[src/rtl/cdc_word_sender_if.sv]
`default_nettype none
// ============================================================================
// cdc_word_sender_if : producer valid/ready bus plus far-domain toggle handshake
// Revision: 1.0
// ============================================================================
interface cdc_word_sender_if #(
  parameter int WIDTH = 8
);
  logic             in_valid;
  logic             in_ready;
  logic [WIDTH-1:0] in_data;
  logic [WIDTH-1:0] xfer_data;
  logic             xfer_req;
  logic             xfer_ack;
  logic             busy;

  // Environment side: producer plus far-domain receiver
  modport master (
    output in_valid, in_data, xfer_ack,
    input  in_ready, xfer_data, xfer_req, busy
  );

  // Sender side
  modport slave (
    input  in_valid, in_data, xfer_ack,
    output in_ready, xfer_data, xfer_req, busy
  );
endinterface

`default_nettype wire

[src/rtl/cdc_word_sender.sv]
`default_nettype none
// ============================================================================
// cdc_word_sender : source side of a toggle-handshake word transfer across a
//                   clock-domain boundary. Optional one-entry skid register
//                   enabled by defining CDC_WORD_SENDER_SKID_EN.
// Revision: 1.0
// ============================================================================
module cdc_word_sender #(
  parameter int WIDTH       = 8,
  parameter int EXTRA_DEPTH = 0
) (
  input  wire logic        clk,
  input  wire logic        reset,
  cdc_word_sender_if.slave bus
);

  localparam int DEPTH = 2 + EXTRA_DEPTH;

  typedef enum logic [0:0] {
    IDLE     = 1'b0,
    WAIT_ACK = 1'b1
  } state_t;

  state_t           state;
  state_t           state_next;
  logic [DEPTH-1:0] ack_chain;
  logic             ack_sync;
  logic             ack_match;
  logic             req;
  logic [WIDTH-1:0] data;
  logic             ready;
  logic             accept;
  logic             launch;
  logic [WIDTH-1:0] launch_data;

  assign ack_sync  = ack_chain[DEPTH-1];
  assign ack_match = (ack_sync == req);
  assign accept    = bus.in_valid && ready;

  // Only the synchronised ack feeds any output, so xfer_ack has no comb path out
  always_ff @(posedge clk) begin
    if (reset) begin
      ack_chain <= '0;
    end else begin
      ack_chain <= {ack_chain[DEPTH-2:0], bus.xfer_ack};
    end
  end

  always_ff @(posedge clk) begin
    if (reset) begin
      state <= IDLE;
    end else begin
      state <= state_next;
    end
  end

`ifdef CDC_WORD_SENDER_SKID_EN
  logic             skid_full;
  logic [WIDTH-1:0] skid;
  logic             skid_load;
  logic             skid_clear;

  assign ready = (state == IDLE) ? ack_match : !skid_full;

  always_comb begin
    state_next  = state;
    launch      = 1'b0;
    launch_data = bus.in_data;
    skid_load   = 1'b0;
    skid_clear  = 1'b0;
    case (state)
      IDLE: begin
        if (accept) begin
          launch     = 1'b1;
          state_next = WAIT_ACK;
        end
      end
      WAIT_ACK: begin
        if (ack_match) begin
          // A waiting word goes straight out; an empty skid lets a fresh word bypass it
          if (skid_full) begin
            launch      = 1'b1;
            launch_data = skid;
            skid_clear  = 1'b1;
          end else if (accept) begin
            launch = 1'b1;
          end else begin
            state_next = IDLE;
          end
        end else if (accept) begin
          skid_load = 1'b1;
        end
      end
      default: state_next = IDLE;
    endcase
  end

  always_ff @(posedge clk) begin
    if (reset) begin
      skid_full <= 1'b0;
      skid      <= '0;
    end else if (skid_load) begin
      skid_full <= 1'b1;
      skid      <= bus.in_data;
    end else if (skid_clear) begin
      skid_full <= 1'b0;
    end
  end
`else
  assign ready = (state == IDLE) && ack_match;

  always_comb begin
    state_next  = state;
    launch      = 1'b0;
    launch_data = bus.in_data;
    case (state)
      IDLE: begin
        if (accept) begin
          launch     = 1'b1;
          state_next = WAIT_ACK;
        end
      end
      WAIT_ACK: begin
        if (ack_match) begin
          state_next = IDLE;
        end
      end
      default: state_next = IDLE;
    endcase
  end
`endif

  // Data and request move together so the far side never samples a changing word
  always_ff @(posedge clk) begin
    if (reset) begin
      req  <= 1'b0;
      data <= '0;
    end else if (launch) begin
      req  <= ~req;
      data <= launch_data;
    end
  end

  assign bus.in_ready  = ready;
  assign bus.xfer_req  = req;
  assign bus.xfer_data = data;
  assign bus.busy      = (state == WAIT_ACK);

endmodule

`default_nettype wire
[src/flat_wrapper.sv]
// flat-port wrapper written by rule: the top's interface ports become plain ports
module cdc_word_sender_flat 
#(
  parameter int WIDTH       = 8,
  parameter int EXTRA_DEPTH = 0
)
  (clk, reset, bus_in_valid, bus_in_data, bus_xfer_ack, bus_in_ready, bus_xfer_data, bus_xfer_req, bus_busy);
  cdc_word_sender_if #(.WIDTH(WIDTH)) bus_i ();
  input  wire logic clk;
  input  wire logic reset;
  input wire logic [$bits(bus_i.in_valid)-1:0] bus_in_valid;
  input wire logic [$bits(bus_i.in_data)-1:0] bus_in_data;
  input wire logic [$bits(bus_i.xfer_ack)-1:0] bus_xfer_ack;
  output wire logic [$bits(bus_i.in_ready)-1:0] bus_in_ready;
  output wire logic [$bits(bus_i.xfer_data)-1:0] bus_xfer_data;
  output wire logic [$bits(bus_i.xfer_req)-1:0] bus_xfer_req;
  output wire logic [$bits(bus_i.busy)-1:0] bus_busy;
  assign bus_i.in_valid = bus_in_valid;
  assign bus_i.in_data = bus_in_data;
  assign bus_i.xfer_ack = bus_xfer_ack;
  assign bus_in_ready = bus_i.in_ready;
  assign bus_xfer_data = bus_i.xfer_data;
  assign bus_xfer_req = bus_i.xfer_req;
  assign bus_busy = bus_i.busy;
  cdc_word_sender #(.WIDTH(WIDTH), .EXTRA_DEPTH(EXTRA_DEPTH)) u_core (.clk(clk), .reset(reset), .bus(bus_i));
endmodule
[config.mk]
export PLATFORM = sky130hd
export DESIGN_NAME = cdc_word_sender_flat
export DESIGN_NICKNAME = d
export VERILOG_FILES = /design/src/rtl/cdc_word_sender_if.sv /design/src/rtl/cdc_word_sender.sv /design/src/flat_wrapper.sv
export SDC_FILE = /design/constraint.sdc
export NUM_CORES = 1
export LEC_CHECK = 0
export CAP_MARGIN = 5
export CORE_MARGIN = 2
export CORE_UTILIZATION = 38
export DETAILED_ROUTE_END_ITERATION = 10
export PLACE_DENSITY = 0.81
export SYNTH_ARGS = -nofsm -noshare
export SYNTH_HDL_FRONTEND = slang
export SYNTH_SLANG_ARGS = --single-unit
[constraint.sdc]
create_clock -name clk -period 1.3 [get_ports clk]
set_input_delay 0.13 -clock clk [delete_from_list [all_inputs] [get_ports clk]]
set_output_delay 0.13 -clock clk [all_outputs]
set_load 0.1 [all_outputs]
==> impl_metrics.yaml <==
die:
  floorplan.initialDensity_pct: 40.1
  top_level_pins: 23
  die_h_um: 40.6
  core_area_sq_mm: 0.00127
  die_width_um: 40.6
  rows: 13
  die_area_sq_mm: 0.00165
clock_tree:
  tritoncts: "built"
  clock_latency_ns: 0.26
  cts_buffers: 3
  htree_num_levels: 1
  root_buffer: "clkbuf_4"
  cts-root-to-sink-buffers: 2
  worst_setup_hold_path_clk_slew_ns: 0.07
  cts.sink_count: 12
  cts_resized: 0
timing:
  period_needed_ns: 1.26
  setup_ws_ns: 0.0441
  max_slew.worst_pin.slew_ns: 0.239
  finalSetupViolCount: 0
  top_achievable_clock_speed_ghz: 0.796
  final_min_period_over_clock_period_pct: 96.6
  timing.max_slew.rel_slack_pct: 84.0
  finalClockSkew_ns: 0.00164
  finalMaxSlewViolations: 0
  hold_viol_final: 0
placed_design:
  place.port_buffers: 22
  placed_area_sq_um: 877
  dp_hpwl_um: 759
  preCtsSetupSlack_ns: -0.0756
  gp_routability_congestion: 0.583
worst_setup_path:
  r2r_end: "u_core.bus.xfer_data[4]"
  critical_path.endpoint_type: "primary output"
  crit_path_arrival_time_ns: 1.13
  timing.rr.start: "u_core.bus.xfer_req"
  startpoint: "u_core.bus.xfer_req"
  setup.worst_path.end: "bus_in_ready"
  timing.critical_path.fanout_max: 3
  r2r_cells: 4
  startpoint_type: "flop"
  timing_worst_setup_path_type: "flop to primary output"
  cp_data_required_time_ns: 1.17
  setup.reg_to_reg.worst_slack_ns: 0.14
detailed_routing:
  first_iter_violations: 6
  dr_total_vias: 408
  routed_wire_length_per_instance_um: 11.1
  drt_drc_violations_left: 0
  post_drt_via_cell_ratio: 4.48
  detail-route-antenna-nets: 0
  dr.pass1.iters: 3
  routed_wl_um: 1010
run:
  drv_cap: 0
min_path:
  holdCritPathClass: "input pin to flop"
synthesis:
  yosysWarnings: 0
  synth.lib_cells_used.distinct: 9
  synth_area_per_cell_sq_um: 10.4
  synth-seq-area-share_pct: 47.2
  postSynthNetCount: 61
  number_of_synthesized_register_bits: 12
  syn-cell-area_sq_um: 509
  post_synth_inst_count: 49
cells_and_area:
  final_core_utilization_pct: 72.6
  fillers: 87
  finished_cell_area_sq_um: 921
  num_antenna_cells: 0
  nNetsFinal: 89
  final_layout_size_suffix_gt1_share_pct: 30.3
  synthToLayoutAreaGrowth_pct: 80.8
grt:
  track_usage_pct: 16.1
  first_global_vias: 365
  grt_overflow: 0
  grt_max_degree: 21
  grt_antenna_before_repair: 0
  wire_length_of_the_first_global_routing_pass_um: 1590
status:
  status: "complete, no violations"
pwr:
  pwr_density_cell_mw_per_mm2: 1310
  p_leak_nw: 0.371
  ir_worst_vdd_v: 0.000788
[cell usage after synthesis]
| master | n | area (sq um) |
|---|---|---|
| nor2b_1 | 4 | 25.0 |
| clkbuf_1 | 2 | 7.51 |
| nand2b_1 | 16 | 100 |
| dfxtp_1 | 12 | 240 |
| buf_6 | 1 | 11.3 |
| xor2_2 | 1 | 16.3 |
| nor2_1 | 3 | 11.3 |
| a211oi_1 | 1 | 7.51 |
| mux2i_1 | 9 | 90.1 |
[repair_timing]
item / 4_1_cts / 5_1_grt
setup buffers: 0 / 1
hold buffers: 0 / 0
endpoints found under the setup margin: 0 / 1
[layout by cell type, fill, tap and decap left out]
cell             count
a211oi_1             1
buf_12              11
buf_4                4
clkbuf_4             3
clkbuf_8             1
clkdlybuf4s50_1     11
dfxtp_1             10
dfxtp_4              2
mux2i_1              9
nand2b_1            16
nor2_1               2
nor2_4               1
nor2b_1              4
xor2_2               1
[kinds of logic (layout without fill, tap and decap cells)]
| group | after synthesis | after routing | synth area share [%] |
|---|---|---|---|
| muxes | 9 | 9 | 17.7 |
| buffers and inverters | 3 | 30 | 3.69 |
| xor gates and xnor gates | 1 | 1 | 3.19 |
| DFF | 12 | 12 | 47.2 |
| AOI/OAI and AO/OA | 1 | 1 | 1.47 |
| and+or+nand+nor | 23 | 23 | 26.8 |
[metal layers]
| metal | part of all wire, % | GRT usage [%] |
|---|---|---|
| met1 | 44 | 20.3 |
| met2 | 48 | 21.4 |
| met3 | 6.3 | 7.78 |
| met4 | 1.4 | 10.0 |
| met5 | 0 | 0 |
[worst min-delay path by stage]
stage	from	end	slack [ns]	depth (start not counted)
2_1_floorplan	bus_xfer_ack	u_core.ack_chain[0]	0.26	1
3_3_place_gp	u_core.ack_chain[0]	u_core.ack_chain[1]	0.42	1
3_5_place_dp	u_core.ack_chain[0]	u_core.ack_chain[1]	0.43	1
4_1_cts	bus_xfer_ack	u_core.ack_chain[0]	0.41	2
5_1_grt	bus_xfer_ack	u_core.ack_chain[0]	0.43	2
6_report	bus_xfer_ack	u_core.ack_chain[0]	0.41	2
[critical path, stage by stage, from the launching register on]
cell and delay (ns):
dfxtp_4 0.38, xor2_2 0.24, nor2_4 0.07, buf_12 0.17
[report_power, final]
group / switching [W] / internal (W) / leakage, nW / total [W]
registers: 0.0000353 / 0.000397 / 0.0999 / 0.000432
logic: 0.000288 / 0.000200 / 0.250 / 0.000488
clock network: 0.000116 / 0.000170 / 0.0210 / 0.000286
total: 0.000439 / 0.000767 / 0.371 / 0.00121
[final cells by class]
cell class | count | area [sq um] | share of cell area, %
Sequential cell | 12 | 248 | 26.9
Clock buffer | 4 | 36.3 | 3.94
Timing Repair Buffer | 26 | 360 | 39.1
Tap cell | 15 | 18.8 | 2.04
Multi-Input combinational cell | 34 | 258 | 28.0
[registers in the layout (all words and copies together), names as in the netlist]
| signal | cells |
|---|---|
| u_core.ack_chain | 2 |
| u_core.bus.xfer_data | 8 |
| u_core.bus.busy | 1 |
| u_core.bus.xfer_req | 1 |
[per-stage QoR]
stage / setup TNS (ns) / total power [W] / std cells / hold WS, ns
after detailed placement: -0.377 / 0.000925 / 86 / 0.430
after floorplan: -0.0389 / 0.000733 / 49 / 0.258
final: 0 / 0.00121 / 91 / 0.414
after CTS: 0 / 0.00121 / 90 / 0.407
after global routing: -0.00414 / 0.00126 / 91 / 0.428
after global placement: -0.155 / 0.000918 / 86 / 0.417
No activity file was read; power rests on OpenSTA's default activity.
